--- src/rtl/fwd_hazard_unit.sv ---
// Forwarding-select and load-use stall logic for a short scoreboard
// of in-flight writer stages (stage 1 youngest).
module fwd_hazard_unit #(
    parameter int  NUM_STAGES = 2,
    parameter int  LOAD_LAT   = 1,
    localparam int SELW       = $clog2(NUM_STAGES + 1)
) (
    input  logic            clk,
    input  logic            rst_n,
    input  logic            issue_valid,
    input  logic            flush,
    input  logic [4:0]      issue_rs1,
    input  logic [4:0]      issue_rs2,
    input  logic            issue_rs1_used,
    input  logic            issue_rs2_used,
    input  logic [4:0]      issue_rd,
    input  logic            issue_rd_we,
    input  logic [1:0]      issue_kind,
    output logic            stall,
    output logic [SELW-1:0] fwd_sel_a,
    output logic [SELW-1:0] fwd_sel_b,
    output logic [1:0]      fwd_kind_a,
    output logic [1:0]      fwd_kind_b,
    output logic [31:0]     stall_cnt
);
    localparam int         CW     = 2;
    localparam logic [1:0] K_LOAD = 2'd1;

    logic [NUM_STAGES-1:0] v_q;
    logic [4:0]            rd_q   [NUM_STAGES];
    logic [1:0]            kind_q [NUM_STAGES];
    logic [CW-1:0]         cnt_q  [NUM_STAGES];
    logic [31:0]           stall_cnt_q;
    logic [31:0]           stall_cnt_d;
    logic                  busy_a;
    logic                  busy_b;
    logic                  insert;
    logic [CW-1:0]         ins_cnt;

    // Scan oldest to youngest so the youngest match overwrites older ones.
    always_comb begin
        fwd_sel_a  = '0;
        fwd_kind_a = '0;
        busy_a     = 1'b0;
        fwd_sel_b  = '0;
        fwd_kind_b = '0;
        busy_b     = 1'b0;
        for (int i = NUM_STAGES - 1; i >= 0; i--) begin
            if (issue_rs1_used && issue_rs1 != 5'd0 &&
                v_q[i] && rd_q[i] == issue_rs1) begin
                fwd_sel_a  = SELW'(i + 1);
                fwd_kind_a = kind_q[i];
                busy_a     = cnt_q[i] != '0;
            end
            if (issue_rs2_used && issue_rs2 != 5'd0 &&
                v_q[i] && rd_q[i] == issue_rs2) begin
                fwd_sel_b  = SELW'(i + 1);
                fwd_kind_b = kind_q[i];
                busy_b     = cnt_q[i] != '0;
            end
        end
    end

    always_comb begin
        stall       = issue_valid & ~flush & (busy_a | busy_b);
        insert      = issue_valid & ~flush & ~stall & issue_rd_we &
                      (issue_rd != 5'd0);
        stall_cnt_d = stall_cnt_q + {31'b0, stall};
        ins_cnt     = '0;
        unique case (1'b1)
            (insert && issue_kind == K_LOAD): ins_cnt = CW'(LOAD_LAT);
            default:                          ins_cnt = '0;
        endcase
    end

    always_ff @(posedge clk or negedge rst_n) begin
        if (!rst_n) begin
            v_q         <= '0;
            stall_cnt_q <= '0;
            for (int i = 0; i < NUM_STAGES; i++) begin
                rd_q[i]   <= '0;
                kind_q[i] <= '0;
                cnt_q[i]  <= '0;
            end
        end else begin
            stall_cnt_q <= stall_cnt_d;
            v_q[0]      <= insert;
            rd_q[0]     <= issue_rd;
            kind_q[0]   <= issue_kind;
            cnt_q[0]    <= ins_cnt;
            for (int i = 1; i < NUM_STAGES; i++) begin
                v_q[i]    <= v_q[i-1];
                rd_q[i]   <= rd_q[i-1];
                kind_q[i] <= kind_q[i-1];
                cnt_q[i]  <= (cnt_q[i-1] == '0) ? '0 : cnt_q[i-1] - CW'(1);
            end
        end
    end

    assign stall_cnt = stall_cnt_q;

endmodule
--- config.mk ---
export PLATFORM = sky130hd
export DESIGN_NAME = fwd_hazard_unit
export DESIGN_NICKNAME = d
export VERILOG_FILES = /design/src/rtl/fwd_hazard_unit.sv
export SDC_FILE = /design/constraint.sdc
export NUM_CORES = 1
export LEC_CHECK = 0
export CORE_MARGIN = 1.5
export CORE_UTILIZATION = 36
export DETAILED_ROUTE_END_ITERATION = 7
export GPL_ROUTABILITY_DRIVEN = 0
export GPL_TIMING_DRIVEN = 1
export SLEW_MARGIN = 0
export SYNTH_ARGS = -nofsm -noshare
export SYNTH_HDL_FRONTEND = slang
export SYNTH_SLANG_ARGS = --single-unit
--- constraint.sdc ---
create_clock -name clk -period 3.8 [get_ports clk]
set_clock_uncertainty 0.15 [all_clocks]
set_input_delay 0.76 -clock clk [delete_from_list [all_inputs] [get_ports clk]]
set_output_delay 0.76 -clock clk [all_outputs]
set_load 0.03 [all_outputs]
==> metrics.txt <==
DRC errors left 0; count leader, synth dfrtp_1; placed instance area 3070 um2; DR top layer met4; Vias 1,690; Chip Width 81.2 um; count of final setup violators 0; initial core utilization 0.372; layout cells sized above 1 0.165; minimum clock period 3750 ps; post-synth top area share 0.557; Max Fclk 267 MHz; Leak 1.44 nW; Fill cells 530; Global Route Usage Sum 0.163; ys flop type dfrtp_1; final worst-path cycle share 0.986; CTS Buf Count 5; CP Class input port to output pin; Layout area overhead 43.6%; vias in the first global route 1,690; crit path max fanout 3; Post-Syn Area 2200 um2; DR vias/cell 4.79; synthesized netlist cell count 191; Met1 Wirelength 2300 um; Mapped Avg Cell Area 11.5 um2; CTS Hold Buffers Added 0; grt total ovfl 0; Required @ worst endpoint 2890 ps; first-pass GRT wire length 8110 um; Clock Root Buffer clkbuf_8; PortBufs 64; TritonCTS clock tree yes; metal2 WL 2280 um; die height 81.2 um; status finished, final reports clean; Post-DP HPWL 3730 um; max-capacitance violation count 0; largest net degree at the start of global routing 28; Crit. End Element output pin; IO Count 65; Max transition margin 0.623; met3 routed wirelength 301 um; postcts setup bufs 0; Layout Nets 305; Worst Hold Class flip-flop to flip-flop; Mapped Nets 217; crit path DAT 2840 ps; Total Wirelength 4940 um; clk slew on worst S/H paths 80 ps; worst skew pair latency 290 ps; Power Density 281 nW/um2; Final Instance Area 3160 um2; Initial DRC Count 68; wire per inst 14.0 um; endpoints failing hold 0; Synth cell types 30; CTS sink count 49; DRT Pass-1 Iters 4; synth top area cells dfrtp_1 56%, xor2_1 12%, xnor2_1 8.3%, nand2_1 3.1%, nand3_1 2.7%; initial antenna violation count 0; flops & latches, synth 49; peak supply drop 194 uV; row count 28; CP startpoint kind input port; diode count 0; core area 5920 um2; H-tree depth 2; Die ar. 6600 um2; Post-synth top cells 49 x dfrtp_1, 29 x xor2_1, 21 x xnor2_1; Seq/Total Area, Yosys 0.557; max-slew violations 0; ANT nets after route 0; Worst Tran Pin Value 566 ps; post-CTS sizing 1; R2R setup slack 640 ps; final core occ 0.534; Ys Warns 0; Post-synth EDFFs 0; Yosys top cell by area dfrtp_1; clk buf depth 2; asr flop ratio synth 1.00
[layer usage]
layer	global-route usage	up-vias
li1	-	827
met1	0.219	816
met2	0.257	41
met3	0.0472	6
met4	0.0466	0
met5	0	-
[metrics by stage]
| step | hold WS (ps) | power, mW | cells | TNS (ps) | setup WS, ps |
|---|---|---|---|---|---|
| floorplan | 224 | 0.567 | 191 | 0 | 7.60 |
| global placement | 248 | 0.621 | 347 | -921 | -149 |
| detailed placement | 250 | 0.621 | 347 | -1290 | -163 |
| CTS | 267 | 0.900 | 353 | 0 | 18.0 |
| global route | 290 | 0.927 | 353 | -35.0 | -35.0 |
| finish | 270 | 0.888 | 353 | 0 | 54.8 |
[path summary, 6_finish.rpt]
check                      cells past startpoint                      end                 from
max in group asynchronous                      2   stall_cnt[6]$_DFF_PN0_                rst_n
hold reg to reg                                0      kind_q[0]$_DFF_PN0_  kind_q[2]$_DFF_PN0_
min in group asynchronous                      1   stall_cnt[2]$_DFF_PN0_                rst_n
setup / recovery                               8                    stall         issue_rs1[4]
hold / removal                                 0      kind_q[0]$_DFF_PN0_  kind_q[2]$_DFF_PN0_
setup reg to reg                              12  stall_cnt[28]$_DFF_PN0_    rd_q[9]$_DFF_PN0_
[cells in the final DEF, fill, tap and decap left out, types with 2 or more instances in the layout]
cell and count:
clkbuf_8 5, dfrtp_1 49, clkdlybuf4s50_1 56, nor4_1 3
nor2b_1 2, nor3_1 9, or3_1 2, buf_4 25
nor2_1 10, xnor2_1 21, nand2_1 18, and3_1 6
a22o_1 4, and4_1 3, nor3_2 3, nand3_1 12
ha_2 2, nand4_1 2, xor2_1 29
[flip-flops by register name (all words and copies together), names as in the netlist]
register	flops
kind_q	4
cnt_q	1
stall_cnt	32
rd_q	10
v_q	2
[report_power, final]
| group | leakage (nW) | switching (mW) | internal, mW |
|---|---|---|---|
| Combinational | 0.752 | 0.0318 | 0.0416 |
| Sequential | 0.651 | 0.00758 | 0.529 |
| Clock | 0.0399 | 0.157 | 0.121 |
[cells by family (layout without fill, tap and decap cells)]
logic type               after synthesis  in the layout  share of synthesized area
adder cells (fa/ha/maj)                2              2                     0.0114
AND/OR/NAND/NOR                       81             81                      0.207
AO/OA/AOI/OAI                          6              6                     0.0204
flip-flops                            49             49                      0.557
XOR/XNOR                              50             50                      0.199
buffers and inverters                  3             90                    0.00567
[critical path, cell delays in order]
cell and delay (ps):
clkdlybuf4s50_1 420, or4_1 530, o21ai_1 280, nor3_4 80
o21ai_0 220, buf_4 160, nor3b_2 50, clkdlybuf4s15_1 340
[cell type report]
class / count / area [um2] / area share
flip-flops and latches: 49 / 1230 / 0.388
multi-input cells: 139 / 1000 / 0.317
repair buffers: 83 / 763 / 0.241
well taps: 75 / 93.8 / 0.0297
clock buffers: 5 / 68.8 / 0.0218
clock inverters: 1 / 5.00 / 0.00158
inverters: 1 / 3.75 / 0.00119
Power figures use the tool's default switching activity.
